## src/rtl/display_hdmi_data_pack_pkg.sv

```systemverilog
// Shared constants for the HDMI pixel pack/unpack paths.
// Holds the default configuration, lane and keep widths, and the packed
// FIFO entry layout {data, x, y, keep, sof}, with sof in bit 0.
package display_hdmi_data_pack_pkg;

  localparam int DEF_PIXEL_BIT  = 32;
  localparam int DEF_PACK_BIT   = 64;
  localparam int DEF_FIFO_WIDTH = 10;
  localparam int DEF_OUT_DEPTH  = 4;

  localparam int PACK_DIV = DEF_PACK_BIT / DEF_PIXEL_BIT;
  localparam int KEEP_W   = 4;

  // Entry field offsets; x and data offsets depend on the coordinate width
  localparam int SOF_LSB  = 0;
  localparam int KEEP_LSB = SOF_LSB + 1;
  localparam int Y_LSB    = KEEP_LSB + KEEP_W;

  function automatic int x_lsb(input int fifo_width);
    return Y_LSB + fifo_width;
  endfunction

  function automatic int data_lsb(input int fifo_width);
    return Y_LSB + 2 * fifo_width;
  endfunction

  function automatic int entry_w(input int pack_bit, input int fifo_width);
    return pack_bit + 2 * fifo_width + KEEP_W + 1;
  endfunction

  localparam int ENTRY_W = entry_w(DEF_PACK_BIT, DEF_FIFO_WIDTH);

endpackage

```

## src/rtl/display_hdmi_pack_fifo.sv

```systemverilog
// Single-clock first-word-fall-through FIFO for packed video words.
// Ports: in_pclk/in_rst (sync, active-high), wr_en/wr_data push side,
// rd_en/rd_data pop side (rd_data is the head, zero while empty),
// full/empty status. A write while full succeeds only with a same-cycle pop.
module display_hdmi_pack_fifo #(
  parameter int DATA_WIDTH = 8,
  parameter int DEPTH      = 4
) (
  input  logic                  in_pclk,
  input  logic                  in_rst,
  input  logic                  wr_en,
  input  logic [DATA_WIDTH-1:0] wr_data,
  input  logic                  rd_en,
  output logic [DATA_WIDTH-1:0] rd_data,
  output logic                  full,
  output logic                  empty
);

  localparam int AW = $clog2(DEPTH);

  logic [DATA_WIDTH-1:0] mem [DEPTH];
  logic [AW:0]           wr_ptr;
  logic [AW:0]           rd_ptr;
  logic                  do_wr;
  logic                  do_rd;

  // Extra pointer bit distinguishes full from empty
  assign empty = (wr_ptr == rd_ptr);
  assign full  = (wr_ptr[AW] != rd_ptr[AW]) && (wr_ptr[AW-1:0] == rd_ptr[AW-1:0]);
  assign do_rd = rd_en && !empty;
  assign do_wr = wr_en && (!full || do_rd);

  assign rd_data = empty ? '0 : mem[rd_ptr[AW-1:0]];

  always_ff @(posedge in_pclk) begin
    if (in_rst) begin
      wr_ptr <= '0;
      rd_ptr <= '0;
    end else begin
      if (do_wr) wr_ptr <= wr_ptr + 1'b1;
      if (do_rd) rd_ptr <= rd_ptr + 1'b1;
    end
  end

  always_ff @(posedge in_pclk) begin
    if (do_wr) mem[wr_ptr[AW-1:0]] <= wr_data;
  end

endmodule

```

## src/rtl/display_hdmi_data_pack.sv

```systemverilog
// Packs a one-pixel-per-clock stream into PACK_BIT words (first pixel in the
// LSB lane) and queues them with word index, line index, keep and
// start-of-frame tags.
// Ports: in_pclk/in_rst (sync, active-high); in_valid/in_de/in_hs/in_vs/in_data
// pixel input (in_hs is status only); out_valid/out_ready/out_data/out_x/
// out_y/out_keep/out_sof packed word stream; out_line_done pulse per line;
// out_overflow sticky drop flag, cleared on frame start.
module display_hdmi_data_pack
  import display_hdmi_data_pack_pkg::*;
#(
  parameter int PIXEL_BIT  = DEF_PIXEL_BIT,
  parameter int PACK_BIT   = DEF_PACK_BIT,
  parameter int FIFO_WIDTH = DEF_FIFO_WIDTH,
  parameter int OUT_DEPTH  = DEF_OUT_DEPTH
) (
  input  logic                  in_pclk,
  input  logic                  in_rst,
  input  logic                  in_valid,
  input  logic                  in_de,
  input  logic                  in_hs,
  input  logic                  in_vs,
  input  logic [PIXEL_BIT-1:0]  in_data,
  output logic                  out_valid,
  input  logic                  out_ready,
  output logic [PACK_BIT-1:0]   out_data,
  output logic [FIFO_WIDTH-1:0] out_x,
  output logic [FIFO_WIDTH-1:0] out_y,
  output logic [KEEP_W-1:0]     out_keep,
  output logic                  out_sof,
  output logic                  out_line_done,
  output logic                  out_overflow
);

  localparam int LANES  = PACK_BIT / PIXEL_BIT;
  localparam int PCNT_W = $clog2(LANES);
  localparam int EW     = entry_w(PACK_BIT, FIFO_WIDTH);
  localparam int X_LSB  = x_lsb(FIFO_WIDTH);
  localparam int D_LSB  = data_lsb(FIFO_WIDTH);
  localparam logic [PCNT_W-1:0] LAST_LANE = PCNT_W'(LANES - 1);

  if (!(LANES == 2 || LANES == 4 || LANES == 8) || (LANES * PIXEL_BIT != PACK_BIT)) begin : g_bad_cfg
    $error("display_hdmi_data_pack: PACK_BIT/PIXEL_BIT must be 2, 4 or 8");
  end

  logic                  unused_hs;
  logic                  r_de_1P;
  logic                  r_vs_1P;
  logic                  r_skip;
  logic                  r_sof_pend;
  logic                  r_has_word;
  logic [PCNT_W-1:0]     r_pcnt;
  logic [PACK_BIT-1:0]   r_asm;
  logic [FIFO_WIDTH-1:0] r_wx;
  logic [FIFO_WIDTH-1:0] r_line;

  logic                  push_v;
  logic [PACK_BIT-1:0]   push_data;
  logic [FIFO_WIDTH-1:0] push_x;
  logic [FIFO_WIDTH-1:0] push_y;
  logic [KEEP_W-1:0]     push_keep;
  logic                  push_sof;

  logic                  line_end;
  logic                  frame_start;
  logic                  vs_fall;
  logic                  accept;
  logic                  complete;
  logic                  flush;
  logic                  push_now;
  logic                  pop;
  logic                  drop;
  logic                  fifo_full;
  logic                  fifo_empty;
  logic [EW-1:0]         head;
  logic [PCNT_W-1:0]     lane;
  logic [PACK_BIT-1:0]   nxt_asm;

  assign unused_hs = in_hs;

  // r_skip ignores the remainder of a line that was active across reset
  assign line_end    = ~in_de & r_de_1P & ~r_skip;
  assign frame_start = in_vs & ~r_vs_1P;
  assign vs_fall     = ~in_vs & r_vs_1P;
  assign accept      = in_valid & in_de & ~r_skip;
  assign complete    = accept && (r_pcnt == LAST_LANE);
  // A vsync drop mid-line flushes the partial word with the old line index
  assign flush       = (line_end | vs_fall) && (r_pcnt != '0) && !complete;
  assign push_now    = complete | flush;

  // A pixel arriving alongside a flush starts the next word in lane 0
  always_comb begin
    lane    = flush ? '0 : r_pcnt;
    nxt_asm = flush ? '0 : r_asm;
    for (int i = 0; i < LANES; i++) begin
      if (accept && (PCNT_W'(i) == lane)) nxt_asm[i*PIXEL_BIT +: PIXEL_BIT] = in_data;
    end
  end

  assign pop  = out_valid & out_ready;
  assign drop = push_v & fifo_full & ~pop;

  always_ff @(posedge in_pclk) begin
    if (in_rst) begin
      r_de_1P       <= 1'b0;
      r_vs_1P       <= 1'b0;
      r_skip        <= 1'b1;
      r_sof_pend    <= 1'b1;
      r_has_word    <= 1'b0;
      r_pcnt        <= '0;
      r_asm         <= '0;
      r_wx          <= '0;
      r_line        <= '0;
      push_v        <= 1'b0;
      push_data     <= '0;
      push_x        <= '0;
      push_y        <= '0;
      push_keep     <= '0;
      push_sof      <= 1'b0;
      out_line_done <= 1'b0;
      out_overflow  <= 1'b0;
    end else begin
      r_de_1P       <= in_de;
      r_vs_1P       <= in_vs;
      out_line_done <= line_end;
      push_v        <= push_now;
      if (~in_de) r_skip <= 1'b0;

      if (push_now) begin
        push_data <= complete ? nxt_asm : r_asm;
        push_keep <= complete ? KEEP_W'(LANES) : KEEP_W'(r_pcnt);
        push_x    <= r_wx;
        push_y    <= r_line;
        push_sof  <= r_sof_pend;
      end

      if (complete) begin
        r_asm  <= '0;
        r_pcnt <= '0;
      end else if (accept) begin
        r_asm  <= nxt_asm;
        r_pcnt <= lane + 1'b1;
      end else if (flush) begin
        r_asm  <= '0;
        r_pcnt <= '0;
      end

      if (line_end) begin
        r_wx       <= '0;
        r_has_word <= 1'b0;
        if (r_has_word || push_now) r_line <= r_line + 1'b1;
      end else if (push_now) begin
        r_wx       <= r_wx + 1'b1;
        r_has_word <= 1'b1;
      end

      if (~in_vs) begin
        r_line     <= '0;
        r_sof_pend <= 1'b1;
      end else if (push_now) begin
        r_sof_pend <= 1'b0;
      end

      if (drop)             out_overflow <= 1'b1;
      else if (frame_start) out_overflow <= 1'b0;
    end
  end

  display_hdmi_pack_fifo #(
    .DATA_WIDTH(EW),
    .DEPTH     (OUT_DEPTH)
  ) u_fifo (
    .in_pclk(in_pclk),
    .in_rst (in_rst),
    .wr_en  (push_v),
    .wr_data({push_data, push_x, push_y, push_keep, push_sof}),
    .rd_en  (pop),
    .rd_data(head),
    .full   (fifo_full),
    .empty  (fifo_empty)
  );

  assign out_valid = ~fifo_empty;
  assign out_sof   = head[SOF_LSB];
  assign out_keep  = head[KEEP_LSB +: KEEP_W];
  assign out_y     = head[Y_LSB +: FIFO_WIDTH];
  assign out_x     = head[X_LSB +: FIFO_WIDTH];
  assign out_data  = head[D_LSB +: PACK_BIT];

endmodule

```

## config.mk

```make
export PLATFORM = sky130hd
export DESIGN_NAME = display_hdmi_data_pack
export DESIGN_NICKNAME = d
export VERILOG_FILES = /design/src/rtl/display_hdmi_data_pack_pkg.sv /design/src/rtl/display_hdmi_pack_fifo.sv /design/src/rtl/display_hdmi_data_pack.sv
export SDC_FILE = /design/constraint.sdc
export NUM_CORES = 1
export LEC_CHECK = 0
export BUFFER_PORTS_ARGS = -buffer_cell sky130_fd_sc_hd__clkbuf_2
export CELL_PAD_IN_SITES_DETAIL_PLACEMENT = 1
export CELL_PAD_IN_SITES_GLOBAL_PLACEMENT = 2
export CORE_MARGIN = 3
export CORE_UTILIZATION = 35
export CTS_CLUSTER_DIAMETER = 60
export DETAILED_ROUTE_END_ITERATION = 16
export GPL_TIMING_DRIVEN = 1
export HOLD_SLACK_MARGIN = 0.02
export PLACE_DENSITY = 0.68
export REMOVE_ABC_BUFFERS = 1
export SYNTH_ARGS = -nofsm -noshare
export SYNTH_HDL_FRONTEND = slang
export SYNTH_SLANG_ARGS = --single-unit
```

## constraint.sdc

```tcl
create_clock -name in_pclk -period 3.38 [get_ports in_pclk]
set_clock_uncertainty 0.1 [all_clocks]
set_input_delay 0.676 -clock in_pclk [delete_from_list [all_inputs] [get_ports in_pclk]]
set_output_delay 0.676 -clock in_pclk [all_outputs]
set_load 0.05 [all_outputs]
```

==> out/metrics.csv, run 1 <==
stage,metric,value,unit
global_routing,first-pass GRT wire length,72100,µm
worst_hold_path,Hold Path Class,in -> reg,
floorplan,Core ar.,55400,µm²
synth,synthesized cell area,19700,µm²
synth,Synth Area in XOR/XNOR,0.00666,
synth,Yosys reg bits,536,
detailed_routing,DR iter-0 viols,641,
synth,largest family of logic cells by synthesized area,multiplexers,
clock_tree,hold buffers post-CTS,0,
global_routing,initial antenna violation count,1,
detailed_routing,via count,10800,
synth,compound-gate portion of the synthesized area,0.0594,
worst_hold_path,worst hold stages,3,
synth,Simple-Gate Fraction of Synth Area,0.0863,
layout,area added between synthesis and finish,18.2,%
pwr,Pwr per Cell Area,558,nW/µm²
setup_path,Worst R2R Setup Slack,0.85,ns
synth,Synth cell types,51,
synth,most common flop cell mapped by yosys,edfxtp_1,
detailed_routing,routed length per placed instance,22.7,µm
worst_hold_path,hold path endpoint,r_asm[14]$_SDFF_PP0_,
floorplan,floorplan row count,86,
pwr,Peak VDD IR,0.000347,V
global_routing,grt ovf,0,
pwr,Leak,0.00852,µW
setup_path,CP Capture Type,output pin,
layout,fillers,5437,
pwr,total power,13000,µW
placed_design,placed cells,2030,
setup_path,Critical Path RT,2.60,ns
synth,mux contribution to synthesized area,0.103,
setup_path,crit path max fanout,33,
layout,n_diodes,0,
detailed_routing,max layer used,met5,
clock_tree,CTS Buffer Depth,3,
placed_design,RePlAce Congestion,0.709,
placed_design,post-place setup slack,0.573,ns
sta,setup_tns,0,ns
detailed_routing,post-route ant nets,0,
sta,Hold Fails Final Rpt,0,
synth,Ys Warns,0,
detailed_routing,# DRC,0,
clock_tree,CTS sink cnt,536,
clock_tree,CTS tree,done,
detailed_routing,met2 wire length,23400,µm
synth,Mapped Avg Cell Area,16.5,µm²
setup_path,r2r worst-path depth,5,
flow_run,maxcap violations,0,
sta,Pins Over Slew Limit,0,
synth,Gate Count Post-Synth,1198,
setup_path,worst r2r src,u_fifo.wr_ptr[0]$_SDFFE_PP0P_,
clock_tree,cts bufs inserted,55,
layout,layout cells sized above 1,0.253,
global_routing,All-Layer GR Usage,0.161,
floorplan,Die ar.,59300,µm²
clock_tree,CTS root buf,clkbuf_16,
setup_path,r2r endpoint,u_fifo.mem[0][54]$_DFFE_PP_,
detailed_routing,iteration count of the initial detailed-routing pass,5,
outcome,status,finished clean,
worst_hold_path,min-delay src,in_data[14],
synth,"EDFF count, synth",348,
synth,asr flop ratio synth,0,
sta,Slew Limit Headroom,0.362,
floorplan,starting density of the core,0.356,
placed_design,I/O Buffers,127,
sta,Setup Viol. Count Final,0,
setup_path,Worst Setup Start Kind,flop,
floorplan,Die Y,243,µm
clock_tree,H-Tree Depth,2,
detailed_routing,Via density,5.04,
layout,non-filler instance count after layout,2138,
detailed_routing,drt total wl,48500,µm
setup_path,Crit path arrival time,2.49,ns
sta,Highest Clock Rate,0.306,GHz
placed_design,Final HPWL DP,27300,µm
synth,sequential area share after synthesis,0.720,
floorplan,die span in x,243,µm
sta,RSZ-0062 raised after global routing,no,
layout,final net count,1390,
detailed_routing,WL met1,22000,µm
floorplan,I/O Pins,131,
synth,Adder-Cell Fraction of Synth Area,0.00444,
layout,final core occ,0.421,
clock_tree,Worst-path clk slew,0.06,ns
clock_tree,clock latency at the later pin of the worst-skew pair,0.60,ns
global_routing,largest net degree at the start of global routing,56,
sta,Tcrit/Tclk final,0.965,
detailed_routing,DR WL met3,2230,µm
global_routing,vias in the first global route,11400,
sta,final worst path period need,3.26,ns
setup_path,crit path kind,reg -> out,
sta,slew at the pin closest to its max-slew limit,0.955,ns
sta,fin worst setup slack,0.117,ns
sequential cells by signal, indices dropped and copies added, names as in the netlist, named ones only:
signal and count:
out_line_done 1, out_overflow 1, push_data 64, push_keep 2, push_sof 1, push_v 1
push_x 10, push_y 10, r_asm 64, r_de_1P 1, r_has_word 1, r_line 10
r_pcnt 1, r_skip 1, r_sof_pend 1, r_vs_1P 1, r_wx 10, u_fifo.mem 348
u_fifo.rd_ptr 3, u_fifo.wr_ptr 3
cells in the mapped netlist, types with 23 or more instances:
library cell | number | area share
edfxtp_1 | 348 | 0.53
dfxtp_1 | 188 | 0.19
mux4_2 | 83 | 0.095
nor2b_1 | 81 | 0.026
nand2_1 | 76 | 0.014
a22o_1 | 53 | 0.024
clkbuf_1 | 52 | 0.0099
a21oi_1 | 46 | 0.012
and2_1 | 37 | 0.012
a221o_1 | 32 | 0.016
and3_1 | 32 | 0.010
nor2_1 | 23 | 0.0044
metal layers:
metal  vias up  GRT usage
met1      5633      0.220
met4         2     0.0351
li1       4879          -
met3        63     0.0319
met2       194      0.269
met5         -          0
area by class of cell:
| type | count | area [µm²] | share of cell area |
|---|---|---|---|
| Clock inverter | 14 | 100 | 0.00429 |
| Timing Repair Buffer | 164 | 1190 | 0.0509 |
| Tap cell | 748 | 936 | 0.0401 |
| Clock buffer | 89 | 1630 | 0.0697 |
| Multi-Input combinational cell | 576 | 5220 | 0.224 |
| Sequential cell | 536 | 14200 | 0.609 |
| Inverter | 11 | 43.8 | 0.00188 |
through the flow:
stage / hold WS [ns] / cell area (µm²)
after detailed placement: 0.347 / 21500
after CTS: 0.190 / 23300
after global routing: 0.220 / 23300
after global placement: 0.342 / 21500
after floorplan: 0.336 / 19400
final: 0.232 / 23300
repair_timing:
action / in CTS / in global routing
cloned: 1 / 1
pin swaps: 1 / 1
hold endpoints to repair: 0 / 0
setup buffers: 0 / 3
gates resized for setup: 4 / 1
setup endpoints to repair: 17 / 24
worst max path at each step:
stage / to / startpoint / cells past startpoint
final: out_x[2] / u_fifo.wr_ptr[2]$_SDFFE_PP0P_ / 5
after global routing: out_x[2] / u_fifo.wr_ptr[0]$_SDFFE_PP0P_ / 5
after CTS: out_data[16] / flop / 4
after detailed placement: push_data[19]$_SDFFE_PP0P_ / in_vs / 7
after global placement: out_x[6] / u_fifo.wr_ptr[1]$_SDFFE_PP0P_ / 6
after floorplan: out_valid / u_fifo.wr_ptr[0]$_SDFFE_PP0P_ / 3
worst max-delay path, cell delays in order, from the launching register on:
cell       delay, ns
dfxtp_1         0.34
xor2_1          0.21
nor3_4          0.48
bufbuf_16       0.47
nor2b_1         0.12
clkbuf_2        0.25
cells by family (layout without fill, tap and decap cells):
group,after synthesis,after routing
flip-flops,536,536
AND/OR/NAND/NOR,305,305
AO/OA/AOI/OAI,155,155
multiplexers,92,92
buffers and inverters,87,278
XOR/XNOR,15,15
adder cells (fa/ha/maj),7,7
other,1,2
power by group:
part           leakage (µW)  internal [µW]  total [µW]  switching (µW)
clock              0.000832           3350        5790            2440
combinational       0.00251           87.2         295             207
sequential          0.00517           6910        6930            15.2
cells in the final DEF, fill, tap and decap left out, types with 8 or more instances in the layout:
cell type / instances
mux4_2: 83
and2b_2: 10
nand2_1: 75
inv_1: 10
o21ai_0: 9
and2_1: 33
and3_1: 32
clkbuf_1: 24
nor2b_1: 81
edfxtp_1: 348
dfxtp_1: 185
buf_4: 15
clkbuf_8: 8
a221o_1: 32
a21oi_1: 45
xnor2_1: 9
nor2_1: 21
clkbuf_16: 58
a22o_1: 53
buf_12: 18
clkbuf_2: 127
Power figures use the tool's default switching activity.
==> run 2, diff against run 1 <==
PLACE_DENSITY = 0.73   (was 0.68)
==> out/metrics.csv, run 2 (synthesis results as in run 1) <==
stage,metric,value,unit,change
placed_design,DP Area,21400,µm²,-0.34%
sta,setup_tns,0,ns,unchanged
setup_path,crit path max fanout,63,,+91%
sta,Tcrit/Tclk final,0.980,,+0.0143
pwr,Pwr per Cell Area,566,nW/µm²,+1.5%
floorplan,starting density of the core,0.356,,unchanged
floorplan,floorplan row count,86,,unchanged
detailed_routing,post-route ant nets,0,,unchanged
setup_path,Worst Setup Start Kind,flop,,
clock_tree,CTS tree,done,,
sta,Pins Over Slew Limit,0,,unchanged
setup_path,instance count on the critical path,5,,unchanged
global_routing,first-pass GRT wire length,71800,µm,-0.43%
clock_tree,CTS sink cnt,536,,unchanged
sta,Hold Fails Final Rpt,0,,unchanged
placed_design,post-place setup slack,0.578,ns,+0.00491 ns
layout,"most common cell after layout, fill and taps aside",edfxtp_1,,
layout,most frequent cells in the layout,"edfxtp_1, dfxtp_1, clkbuf_2",,
floorplan,Core ar.,55400,µm²,unchanged
worst_hold_path,Hold Path Class,in -> reg,,
floorplan,die span in x,243,µm,unchanged
pwr,Flop pwr share,0.528,,-0.004
pwr,clock network power share,0.451,,+0.006
sta,slew at the pin closest to its max-slew limit,1.23,ns,+0.279 ns
clock_tree,hold buffers post-CTS,0,,unchanged
floorplan,Die Y,243,µm,unchanged
pwr,switching portion of total power,0.203,,-0.00183
pwr,Int Power,10500,µW,+1.1%
setup_path,worst r2r src,u_fifo.wr_ptr[0]$_SDFFE_PP0P_,,
pwr,total power,13100,µW,+0.85%
sta,Setup Viol. Count Final,0,,unchanged
setup_path,worst path bufs/invs,2,,unchanged
clock_tree,clock latency at the later pin of the worst-skew pair,0.59,ns,about the same
worst_hold_path,min-delay src,in_data[2],,
clock_tree,Worst-path clk slew,0.07,ns,about the same
setup_path,"Cell Chain, Critical Path",xor2_2 -> nor3_2 -> buf_12 -> nor2b_1 -> clkbuf_2,,
floorplan,I/O Pins,131,,unchanged
sta,fin worst setup slack,0.0683,ns,-0.0485 ns
global_routing,grt ovf,0,,unchanged
global_routing,All-Layer GR Usage,0.159,,-0.00235
sta,final worst path period need,3.31,ns,+0.0485 ns
placed_design,placed cells,2027,,-0.15%
setup_path,crit path kind,reg -> out,,
clock_tree,cts bufs inserted,55,,unchanged
detailed_routing,routed length per placed instance,22.0,µm,-2.8%
clock_tree,CTS root buf,clkbuf_16,,
placed_design,I/O Buffers,127,,unchanged
clock_tree,H-Tree Depth,2,,unchanged
layout,Multi-input gate area,5210,µm²,about the same
flow_run,maxcap violations,0,,unchanged
setup_path,CP Capture Type,output pin,,
layout,post-route cell area,23200,µm²,-0.60%
layout,Reg area,14200,µm²,about the same
pwr,Peak VDD IR,0.000376,V,+8.3%
pwr,switching power,2660,µW,about the same
pwr,Leak,0.00846,µW,-0.71%
detailed_routing,iteration count of the initial detailed-routing pass,4,,-1
detailed_routing,drt total wl,47000,µm,-3.1%
setup_path,CP max stage cell,dfxtp_1,,
detailed_routing,DR iter-0 viols,628,,-2.0%
pwr,Comb power frac,0.021,,-0.002
floorplan,Die ar.,59300,µm²,unchanged
sta,Highest Clock Rate,0.302,GHz,-1.5%
clock_tree,post-CTS sizing,0,,-4
clock_tree,CTS Buffer Depth,3,,unchanged
sta,Slew Limit Headroom,0.177,,-0.185
clock_tree,post-CTS setup buffers,0,,unchanged
setup_path,r2r worst-path depth,5,,unchanged
layout,final net count,1382,,-0.58%
layout,fillers,5463,,+0.48%
detailed_routing,# DRC,0,,unchanged
setup_path,Worst Setup SP,u_fifo.wr_ptr[0]$_SDFFE_PP0P_,,
worst_hold_path,hold path endpoint,r_asm[2]$_SDFF_PP0_,,
setup_path,Critical Path RT,2.60,ns,about the same
layout,area added between synthesis and finish,17.5,%,
layout,Largest register FFs,348,,unchanged
layout,layout cells sized above 1,0.253,,-0.000705
placed_design,Final HPWL DP,26800,µm,-1.5%
setup_path,Worst R2R Setup Slack,0.76,ns,-0.09 ns
detailed_routing,Via density,5.08,,+0.83%
outcome,status,finished clean,,
setup_path,Crit path arrival time,2.54,ns,+0.05 ns
global_routing,vias in the first global route,11700,,+1.9%
worst_hold_path,worst hold stages,3,,unchanged
layout,non-filler instance count after layout,2131,,-0.33%
setup_path,max incr delay on CP,0.46,ns,-0.02 ns
global_routing,largest net degree at the start of global routing,88,,+57%
global_routing,initial antenna violation count,1,,unchanged
detailed_routing,via count,10800,,+0.50%
setup_path,r2r endpoint,u_fifo.mem[0][0]$_DFFE_PP_,,
placed_design,RePlAce Congestion,0.698,,-1.5%
setup_path,critical path's top delay family,buffers and inverters,,
[run 2: changes by cell type in the layout (fill, tap and decap cells not counted), moves of 2 or more]
cell       change
bufinv_16      +3
clkbuf_8       -5
buf_4          +2
clkinv_2       +7
buf_12         -7
clkbuf_1       -4
buf_6          -2
[run 2: power by group through the flow]
| stage | clock (µW) | sequential, µW | combinational (µW) |
|---|---|---|---|
| 6_report | 5920 | 6930 | 277 |
| 5_1_grt | 6360 | 6930 | 301 |
| 4_1_cts | 6060 | 6930 | 285 |
| 3_5_place_dp | 0 | 7070 | 284 |
| 3_3_place_gp | 0 | 7070 | 280 |
| 2_1_floorplan | 0 | 7070 | 143 |
[run 2: through the flow]
step | util | hold WS, ns
2_1_floorplan | - | 0.336
3_3_place_gp | 0.386 | 0.345
3_5_place_dp | 0.386 | 0.349
4_1_cts | 0.418 | 0.196
5_1_grt | 0.419 | 0.211
6_report | 0.419 | 0.231
[run 2: worst max-delay path by stage]
stage / to
after floorplan: out_valid
after global placement: push_data[41]$_SDFFE_PP0P_
after detailed placement: push_data[39]$_SDFFE_PP0P_
after CTS: out_data[34]
after global routing: out_data[56]
final: out_data[45]
[run 2: routing by layer]
metal  up-vias  routed length (µm)  track usage
met3        55                2080       0.0315
li1       4868                   -            -
met2       190               23100        0.270
met4         2                 693       0.0339
met5         -                  13            0
met1      5710               21000        0.213
[run 2: worst min-delay path: cells and delay by family]
kind | cells | cell delay [ns]
buf+inv | 1 | 0.09
simple gates | 1 | 0.05
compound gates | 1 | 0.05
[run 2: layout make-up]
class,count,area share
clock buffers,80,0.0665
repair buffers,156,0.0436
clock inverters,23,0.00971
well taps,748,0.0403
flip-flops and latches,536,0.613
diodes,1,0.000108
multi-input cells,576,0.225
inverters,11,0.00189
